**src/rtl/field_packer_pkg.sv**
```systemverilog
// Shared definitions for the field packer.
// Contents:
//   state_t      - packer FSM state (FILL accepts fields, FLUSH emits the residue word).
//   len_w(in_w)  - width of a field-length value that can hold 0..in_w.
//   cnt_w(out_w) - width of a bit count that can hold 0..out_w.
package field_packer_pkg;

    typedef enum logic {
        FILL  = 1'b0,
        FLUSH = 1'b1
    } state_t;

    function automatic int len_w(input int in_w);
        return $clog2(in_w + 1);
    endfunction

    function automatic int cnt_w(input int out_w);
        return $clog2(out_w + 1);
    endfunction

endpackage

```
**src/rtl/field_packer_if.sv**
```systemverilog
// Field-in / word-out bus of the field packer.
// Handshake (both channels): a transfer happens on a rising clock edge where
// valid && ready are both 1. A producer holds its payload stable while valid is
// high and ready is low. Valid never waits for ready; ready may depend on valid.
// Signals:
//   InData/InLen/InLast/InValid -> packer, InReady <- packer   (field channel)
//   Out/OutBits/OutLast/OutValid <- packer, OutReady -> packer (word channel)
// The modport master is the side that produces fields and consumes words; slave is the packer.
interface field_packer_if #(
    parameter int OUT_W = 32,
    parameter int IN_W  = 8
);
    import field_packer_pkg::*;

    localparam int LEN_W = len_w(IN_W);
    localparam int CNT_W = cnt_w(OUT_W);

    logic [IN_W-1:0]  InData;
    logic [LEN_W-1:0] InLen;
    logic             InValid;
    logic             InLast;
    logic             InReady;
    logic [OUT_W-1:0] Out;
    logic [CNT_W-1:0] OutBits;
    logic             OutLast;
    logic             OutValid;
    logic             OutReady;

    modport master (
        output InData, InLen, InValid, InLast, OutReady,
        input  InReady, Out, OutBits, OutLast, OutValid
    );

    modport slave (
        input  InData, InLen, InValid, InLast, OutReady,
        output InReady, Out, OutBits, OutLast, OutValid
    );

endinterface

```
**src/rtl/packer_merge.sv**
```systemverilog
// Combinational merge of the left-justified accumulator with one new field.
// Ports:
//   acc_i     - pending bits, left-justified, low bits zero
//   fill_i    - number of pending bits (0..OUT_W-1)
//   data_i    - field payload, only the low len bits are used
//   len_i     - field length, values above IN_W are clamped to IN_W
//   word_o    - top OUT_W bits of {acc, field}
//   residue_o - bits that spilled past OUT_W, left-justified
//   total_o   - fill + clamped length
//   res_cnt_o - total - OUT_W (meaningful only when total >= OUT_W)
module packer_merge
    import field_packer_pkg::*;
#(
    parameter int OUT_W = 32,
    parameter int IN_W  = 8
) (
    input  logic [OUT_W-1:0]          acc_i,
    input  logic [cnt_w(OUT_W)-1:0]   fill_i,
    input  logic [IN_W-1:0]           data_i,
    input  logic [len_w(IN_W)-1:0]    len_i,
    output logic [OUT_W-1:0]          word_o,
    output logic [OUT_W-1:0]          residue_o,
    output logic [cnt_w(OUT_W):0]     total_o,
    output logic [cnt_w(OUT_W)-1:0]   res_cnt_o
);
    localparam int LEN_W = len_w(IN_W);
    localparam int CNT_W = cnt_w(OUT_W);
    localparam int WW    = 2 * OUT_W;

    logic [LEN_W-1:0]  len_c;
    logic [IN_W-1:0]   mask;
    logic [CNT_W:0]    shamt;
    logic [CNT_W:0]    res_full;
    logic [WW-1:0]     wide;

    always_comb begin
        len_c = (len_i > LEN_W'(IN_W)) ? LEN_W'(IN_W) : len_i;
        // Shifting by IN_W yields 0, so the subtraction gives all ones for a full-width field.
        mask    = (IN_W'(1) << len_c) - IN_W'(1);
        total_o = {1'b0, fill_i} + (CNT_W+1)'(len_c);
        // Place the field so its MSB lands right after the last pending bit.
        // WW fits in CNT_W+1 bits because 2^CNT_W > OUT_W.
        shamt    = (CNT_W+1)'(WW) - total_o;
        wide     = {acc_i, {OUT_W{1'b0}}}
                 | ({{(WW-IN_W){1'b0}}, data_i & mask} << shamt);
        word_o    = wide[WW-1:OUT_W];
        residue_o = wide[OUT_W-1:0];
        res_full  = total_o - (CNT_W+1)'(OUT_W);
        res_cnt_o = res_full[CNT_W-1:0];
    end

endmodule

```
**src/rtl/field_packer.sv**
```systemverilog
// Packs variable-length fields MSB-first into OUT_W-bit words, exactly like
// {field0, field1, ...}, emitting a zero-padded short word at message end.
// OUT_W must be >= IN_W; the bus interface must use the same parameters.
// Ports:
//   Clk      - clock, rising edge
//   Rst      - synchronous active-high reset
//   bus      - field_packer_if slave (field input and word output channels)
//   DbgState - current FSM state, for observation only
module field_packer
    import field_packer_pkg::*;
#(
    parameter int OUT_W = 32,
    parameter int IN_W  = 8
) (
    input  logic          Clk,
    input  logic          Rst,
    field_packer_if.slave bus,
    output state_t        DbgState
);
    localparam int CNT_W = cnt_w(OUT_W);

    state_t           state_q;
    logic [OUT_W-1:0] acc_q;
    logic [CNT_W-1:0] fill_q;
    logic [OUT_W-1:0] out_q;
    logic [CNT_W-1:0] bits_q;
    logic             last_q;
    logic             valid_q;

    logic [OUT_W-1:0] word;
    logic [OUT_W-1:0] residue;
    logic [CNT_W:0]   total;
    logic [CNT_W-1:0] res_cnt;
    logic             slot_free;
    logic             accept;

    packer_merge #(.OUT_W(OUT_W), .IN_W(IN_W)) u_merge (
        .acc_i     (acc_q),
        .fill_i    (fill_q),
        .data_i    (bus.InData),
        .len_i     (bus.InLen),
        .word_o    (word),
        .residue_o (residue),
        .total_o   (total),
        .res_cnt_o (res_cnt)
    );

    // The output register can take a new word this cycle if empty or being drained.
    assign slot_free   = !valid_q || bus.OutReady;
    assign bus.InReady = !Rst && (state_q == FILL) && slot_free;
    assign accept      = bus.InValid && bus.InReady;

    always_ff @(posedge Clk) begin
        if (Rst) begin
            state_q <= FILL;
            acc_q   <= '0;
            fill_q  <= '0;
            out_q   <= '0;
            bits_q  <= '0;
            last_q  <= 1'b0;
            valid_q <= 1'b0;
        end else begin
            if (valid_q && bus.OutReady) begin
                valid_q <= 1'b0;
            end
            case (state_q)
                FILL: begin
                    if (accept) begin
                        if (bus.InLast) begin
                            if (total == '0) begin
                                // Empty message end: nothing to emit.
                            end else if (total <= (CNT_W+1)'(OUT_W)) begin
                                out_q   <= word;
                                bits_q  <= total[CNT_W-1:0];
                                last_q  <= 1'b1;
                                valid_q <= 1'b1;
                                acc_q   <= '0;
                                fill_q  <= '0;
                            end else begin
                                // Full word now, residue word once the slot frees.
                                out_q   <= word;
                                bits_q  <= CNT_W'(OUT_W);
                                last_q  <= 1'b0;
                                valid_q <= 1'b1;
                                acc_q   <= residue;
                                fill_q  <= res_cnt;
                                state_q <= FLUSH;
                            end
                        end else if (total >= (CNT_W+1)'(OUT_W)) begin
                            out_q   <= word;
                            bits_q  <= CNT_W'(OUT_W);
                            last_q  <= 1'b0;
                            valid_q <= 1'b1;
                            acc_q   <= residue;
                            fill_q  <= res_cnt;
                        end else begin
                            acc_q  <= word;
                            fill_q <= total[CNT_W-1:0];
                        end
                    end
                end
                FLUSH: begin
                    if (slot_free) begin
                        out_q   <= acc_q;
                        bits_q  <= fill_q;
                        last_q  <= 1'b1;
                        valid_q <= 1'b1;
                        acc_q   <= '0;
                        fill_q  <= '0;
                        state_q <= FILL;
                    end
                end
                default: state_q <= FILL;
            endcase
        end
    end

    assign bus.Out      = out_q;
    assign bus.OutBits  = bits_q;
    assign bus.OutLast  = last_q;
    assign bus.OutValid = valid_q;
    assign DbgState     = state_q;

endmodule

```
**src/flat_wrapper.sv**
```systemverilog
// flat-port wrapper written by rule: the top's interface ports become plain ports
module field_packer_flat import field_packer_pkg::*;
#(
    parameter int OUT_W = 32,
    parameter int IN_W  = 8
)
  (Clk, Rst, DbgState, bus_InData, bus_InLen, bus_InValid, bus_InLast, bus_OutReady, bus_InReady, bus_Out, bus_OutBits, bus_OutLast, bus_OutValid);
  field_packer_if #(.OUT_W(OUT_W), .IN_W(IN_W)) bus_i ();
  input  logic Clk;
  input  logic Rst;
  output state_t DbgState;
  input wire logic [$bits(bus_i.InData)-1:0] bus_InData;
  input wire logic [$bits(bus_i.InLen)-1:0] bus_InLen;
  input wire logic [$bits(bus_i.InValid)-1:0] bus_InValid;
  input wire logic [$bits(bus_i.InLast)-1:0] bus_InLast;
  input wire logic [$bits(bus_i.OutReady)-1:0] bus_OutReady;
  output wire logic [$bits(bus_i.InReady)-1:0] bus_InReady;
  output wire logic [$bits(bus_i.Out)-1:0] bus_Out;
  output wire logic [$bits(bus_i.OutBits)-1:0] bus_OutBits;
  output wire logic [$bits(bus_i.OutLast)-1:0] bus_OutLast;
  output wire logic [$bits(bus_i.OutValid)-1:0] bus_OutValid;
  assign bus_i.InData = bus_InData;
  assign bus_i.InLen = bus_InLen;
  assign bus_i.InValid = bus_InValid;
  assign bus_i.InLast = bus_InLast;
  assign bus_i.OutReady = bus_OutReady;
  assign bus_InReady = bus_i.InReady;
  assign bus_Out = bus_i.Out;
  assign bus_OutBits = bus_i.OutBits;
  assign bus_OutLast = bus_i.OutLast;
  assign bus_OutValid = bus_i.OutValid;
  field_packer #(.OUT_W(OUT_W), .IN_W(IN_W)) u_core (.Clk(Clk), .Rst(Rst), .bus(bus_i), .DbgState(DbgState));
endmodule
```
**config.mk**
```make
export PLATFORM = sky130hd
export DESIGN_NAME = field_packer_flat
export DESIGN_NICKNAME = d
export VERILOG_FILES = /design/src/rtl/field_packer_pkg.sv /design/src/rtl/field_packer_if.sv /design/src/rtl/packer_merge.sv /design/src/rtl/field_packer.sv /design/src/flat_wrapper.sv
export SDC_FILE = /design/constraint.sdc
export NUM_CORES = 1
export LEC_CHECK = 0
export BUFFER_PORTS_ARGS = -buffer_cell sky130_fd_sc_hd__buf_2
export CORE_UTILIZATION = 53
export CTS_CLUSTER_SIZE = 25
export DETAILED_ROUTE_END_ITERATION = 10
export PLACE_DENSITY = 0.75
export SLEW_MARGIN = 10
export SYNTH_ARGS = -nofsm -noshare
export SYNTH_HDL_FRONTEND = slang
export SYNTH_SLANG_ARGS = --single-unit
```
**constraint.sdc**
```tcl
create_clock -name Clk -period 3.7 [get_ports Clk]
set_input_delay 0.37 -clock Clk [delete_from_list [all_inputs] [get_ports Clk]]
set_output_delay 0.37 -clock Clk [all_outputs]
set_load 0.1 [all_outputs]
```
# Word-level counts from Yosys, hierarchy flattened
# Index checks and enable logic that the tools add are counted.
# word_totals
out_inout_bits	42
mem_bits_rw	0
reg_bits	79
mem_bits_ro	0
memories	0
latch_bits	0
wordCells	81
# op_classes
mux	48
add_sub_neg	4
reduce_logical	10
n_shift	2
eq_ne	4
mul	0
order_cmp	3
div	0
bitwise_logic	3
# op_table
operator	n
$mux 32	11
$pmux 32 s2	2
$mux 6	12
$or 64x64->64	1
$shl 8x7->64	1
$pmux 6 s2	2
$mux 1	17
$and 8x8->8	1
$shl 1x4->8 const A	1
$sub 8x2->8 const B	1
$add 6x4->7	1
$ge 7x6->1 const B	1
$le 7x6->1 const B	1
$logic_not 7->1	1
$sub 7x7->7 const A	1
$ne 3x3->1 const B	2
$pmux 1 s2	3
$sub 6x6->6 const B	1
$gt 4x4->1 const B	1
$logic_and 1x1->1	4
$mux 4	1
$reduce_and 4->1	1
$reduce_and 3->1	1
$logic_not 1->1	2
other kinds (4)	4

# Logic depth before layout (Yosys ltp)
# logic_depth
ltp_word	12
depth_mapped	16

# Cells and area by module
# A second synthesis with hierarchy kept.
# hier_totals
hier_cells	697
area_unflattened_um2	5818.1
# by_module_without_submodules
module	seq_area_each_um2	instances	cells_per_inst	area_each_um2
field_packer	1581.5	1	422	3952.5
packer_merge	0.0	1	275	1865.5

# Worst setup path after synthesis
# OpenSTA, ideal clock, no wires.
# synth_timing
path_type	reg2reg
from	reg u_core.state_q (netlist: u_core.DbgState)
to	reg u_core.acc_q[15]
arrival_time_ns	4.803
path_stages_with_launch	11
synth_period_minus_slack_ns	4.864
path_slack_ns	-1.164
path_buffers	3
cell_sequence	dfxtp_1 clkbuf_1 nor3_1 nand2_1 and2_1 a41o_1 buf_6 nor3_4 and2_4 buf_6 a32o_1
# synth_between
elab_chain_len	6
elab_cells_between_ends	9
cone_classes	eq/ne (3); mux (1); bitwise (1); reduce/logical (4)
# synth_rtl
item	line	rtl
from (decl)	field_packer.sv:22	state_t state_q;
from (signal assigned)	field_packer.sv:55	state_q <= FILL;
from (signal assigned)	field_packer.sv:87	state_q <= FLUSH;
from (signal assigned)	field_packer.sv:110	state_q <= FILL;
$not 1->1	field_packer.sv:50	assign bus.InReady = !Rst && (state_q == FILL) && slot_free;
$logic_and 1x1->1 (2 in a row)	field_packer.sv:50	
via bus_InReady	flat_wrapper.sv:17	output wire logic [$bits(bus_i.InReady)-1:0] bus_InReady;
$logic_and 1x1->1	field_packer.sv:51	assign accept = bus.InValid && bus.InReady;
$ne 2x1->1 (no source line)	--	
$reduce_and 3->1 (no source line)	--	
to (signal assigned)	field_packer.sv:85	acc_q <= residue;
to (signal assigned)	field_packer.sv:94	acc_q <= residue;
to (signal assigned)	field_packer.sv:97	acc_q <= word;
to (decl)	field_packer.sv:23	logic [OUT_W-1:0] acc_q;
# The timed path passes the listed nets, and every way through them passes these cells.
# A chain may end at the register's enable or synchronous reset.

# Worst setup path after layout
# layout_timing
from	reg u_core.fill_q[3]
to	reg u_core.acc_q[28]
# layout_between
elab_chain_len	9
elab_cells_between_ends	15
cone_classes	add/sub (2); order compare (2); eq/ne (1); shift (1); mux (6); bitwise (1); reduce/logical (2)
# layout_rtl
item	line	rtl
from (decl)	field_packer.sv:24	logic [CNT_W-1:0] fill_q;
from (signal assigned)	field_packer.sv:86	fill_q <= res_cnt;
from (signal assigned)	field_packer.sv:95	fill_q <= res_cnt;
from (signal assigned)	field_packer.sv:98	fill_q <= total[CNT_W-1:0];
$add 6x4->7 (*)	packer_merge.sv:40	total_o = {1'b0, fill_i} + (CNT_W+1)'(len_c);
$sub 7x7->7	packer_merge.sv:43	shamt = (CNT_W+1)'(WW) - total_o;
$shl 8x7->64	packer_merge.sv:45	| ({{(WW-IN_W){1'b0}}, data_i & mask} << shamt);
$or 64x64->64	packer_merge.sv:45	
$mux 32	field_packer.sv:72	end else if (total <= (CNT_W+1)'(OUT_W)) begin
$mux 32	field_packer.sv:70	if (total == '0) begin
$mux 32	field_packer.sv:69	if (bus.InLast) begin
$mux 32	field_packer.sv:68	if (accept) begin
$pmux 32 s2	field_packer.sv:66	case (state_q)
# Mark *: on every way between the ends. The rest lies on a longest branch, timed or not. The select of a mux whose other input is x is not followed.

==> run metrics <==
Avg Cell Area, Syn 8.20 µm²; Die ar. 0.00914 mm²; Syn-to-layout area delta 13.5%; # DRC 0; slowest cell on the critical path and2_4; gpl congestion 0.956; Initial Util 0.557; status complete, no violations; # setup viols final 0; global-route wire length before repair 22000 µm; RSZ-0062 raised after global routing no; cts hold-fix bufs 0; clk sink count 79; Post-synth ARST share 0; DR pass1 iterations 5; Peak VDD IR 0.225 mV; DP Wirelength 9630 µm; cells after synthesis 566; post-CTS resize count 0; CP Cell Sequence ha_1, or3_1, a2bb2oi_2, and2_1, nor3_2, mux2_2, o211ai_2, and2_4, a32o_1; Worst EP arrival 3.65 ns; CTS Buffer Depth 2; hold slack final 0.276 ns; Nets 645; Die H 95.6 µm; Total Neg Setup Slack 0 ns; Buffers on Ports 58; EDFF count, synth 0; Final min period 3.35 ns; kind of end point of the critical path flop; die width 95.6 µm; # IOs 59; Slew headroom 0.406; vias per cell 6.63; Total Wirelength 13500 µm; Worst-Margin Slew 0.891 ns; largest net degree at the start of global routing 63; total power draw 2.19 mW; main flop type after synthesis dfxtp_1; antenna cells 0; Total GRT Usage 0.311; post-route ant nets 0; clock root buffer clkbuf_8; Slew Viols, Final 0; Crit Path Category flop to flop; Seq/Total Area, Yosys 0.341; core area 0.00834 mm²; row count 33; Mapped Area 0.00464 mm²; area post-placement 0.00510 mm²; total number of vias 4855; Pleak 2.11 nW; TritonCTS clock tree built; yosys synthesis warning count 0; vias in the first global route 4301; slowest stage delay, CP 0.41 ns; crit start category flop; WL/cell 18.4 µm; CTS buffer count 9; initial antenna violation count 0; #FFs+latches synth 79; final worst-path cycle share 0.905; htree depth 3; Synthesized Nets 589; CP max FO 22; fmax 0.299 GHz; grt total ovfl 0; Max-Cap Viols 0; Worst Path Required 4.00 ns; share of cells above drive strength 1 0.212; fin area 0.00527 mm²; DRT iter0 DRCs 482; clk_skew 0.0100 ns; Clock Pin Slew Worst Setup and Hold Paths 0.09 ns; distinct cell type count after synthesis 75; Post-CTS Setup Repair Bufs 0; HP Class input pin to flop; Final Hold Vio Count 0; Skew-Pair Late Insertion Delay 0.36 ns; pwr dens 416 mW/mm²
critical path, delay by kind of cell (launching register included):
family	cells	cell delay [ns]
compound gates	3	0.75
fa+ha+maj	1	0.40
flops	1	0.36
mux	1	0.37
simple gates	4	1.41
cells in the final DEF, fill, tap and decap left out, types with 3 or more instances in the layout:
cell / count
a32o_1: 13
dfxtp_1: 79
inv_1: 9
clkbuf_8: 9
nand4_1: 5
a21oi_1: 76
a31oi_1: 6
a41o_1: 5
ha_1: 5
nor3_4: 3
or4_1: 3
nand2_1: 45
o22ai_1: 7
buf_2: 58
nor3_2: 3
or3_1: 5
o31ai_1: 4
nand2b_1: 6
o21a_1: 4
a221oi_1: 9
clkinvlp_4: 3
buf_4: 29
o211ai_1: 3
o21ai_0: 50
mux2i_1: 6
a22oi_1: 10
nand3_1: 16
nor3_1: 18
nor2_1: 40
nor2b_1: 3
xnor2_1: 5
a32oi_1: 3
and2_1: 3
xnor2_2: 4
o41ai_1: 3
mux2_2: 4
a211oi_1: 6
a22o_1: 11
Yosys cell counts, types with 5 or more instances:
cell,number,area share
nand2b_1,6,0.0081
a22o_1,11,0.021
o21ai_0,50,0.054
ha_1,5,0.013
xnor2_1,5,0.0094
nor2_1,40,0.032
a31oi_1,6,0.0081
nor3_1,19,0.020
a32o_1,13,0.028
o22ai_1,7,0.0094
clkbuf_1,31,0.025
a41o_1,5,0.011
mux2i_1,6,0.013
nand2_1,45,0.036
a22oi_1,10,0.016
nand4_1,5,0.0067
a211oi_1,6,0.0097
dfxtp_1,79,0.34
a21oi_1,76,0.082
or3_1,5,0.0067
inv_1,9,0.0073
nand3_1,16,0.017
a221oi_1,9,0.017
per-stage QoR:
| stage | std cells | setup slack [ns] | utilization |
|---|---|---|---|
| 2_1_floorplan | 566 | 0.145 | - |
| 3_3_place_gp | 716 | 0.228 | 0.611 |
| 3_5_place_dp | 716 | 0.100 | 0.611 |
| 4_1_cts | 732 | 0.412 | 0.632 |
| 5_1_grt | 732 | 0.217 | 0.632 |
| 6_report | 732 | 0.350 | 0.632 |
state kept, by name (all words and copies together), names as in the netlist:
signal	flops
u_core.bus.OutValid	1
u_core.DbgState	1
u_core.bus.Out	32
u_core.fill_q	6
u_core.bus.OutLast	1
u_core.bus.OutBits	6
u_core.acc_q	32
layout make-up:
| type | count | area [µm²] |
|---|---|---|
| well taps | 105 | 131 |
| clock inverters | 6 | 45.0 |
| flip-flops and latches | 79 | 1580 |
| clock buffers | 10 | 128 |
| fillers | 781 | 3070 |
| inverters | 11 | 41.3 |
| repair buffers | 87 | 508 |
| multi-input cells | 434 | 2830 |
final timing paths:
check,startpoint,slack [ns],end,cells past startpoint
hold / removal,bus_InValid,0.28,u_core.bus.OutValid,3
hold reg to reg,u_core.acc_q[26],0.46,u_core.acc_q[26],2
setup / recovery,u_core.fill_q[3],0.35,u_core.acc_q[28],9
setup reg to reg,u_core.fill_q[3],0.35,u_core.acc_q[28],9
where the power goes:
group	leakage, nW	internal (mW)	switching (mW)
combinational	1.39	0.199	0.513
clock	0.0793	0.247	0.346
sequential	0.640	0.876	0.0126
cell families after synthesis:
kind of cell,count (synthesis),share of synthesized area
muxes,10,0.0226
DFF,79,0.341
buffers and inverters,53,0.0528
adders and majority gates,6,0.0178
and+or+nand+nor,167,0.181
AOI/OAI and AO/OA,238,0.347
xor gates and xnor gates,13,0.0380
routing by layer:
metal  up-vias  part of all wire  routed length [µm]  global-route usage
met5         -                 0                   0                   0
met4         0             0.020                 271               0.103
met3        31             0.091                1230              0.0582
met2       265              0.44                5910               0.464
met1      2287              0.45                6080               0.449
li1       2272                 -                   -                   -
Power figures use the tool's default switching activity.
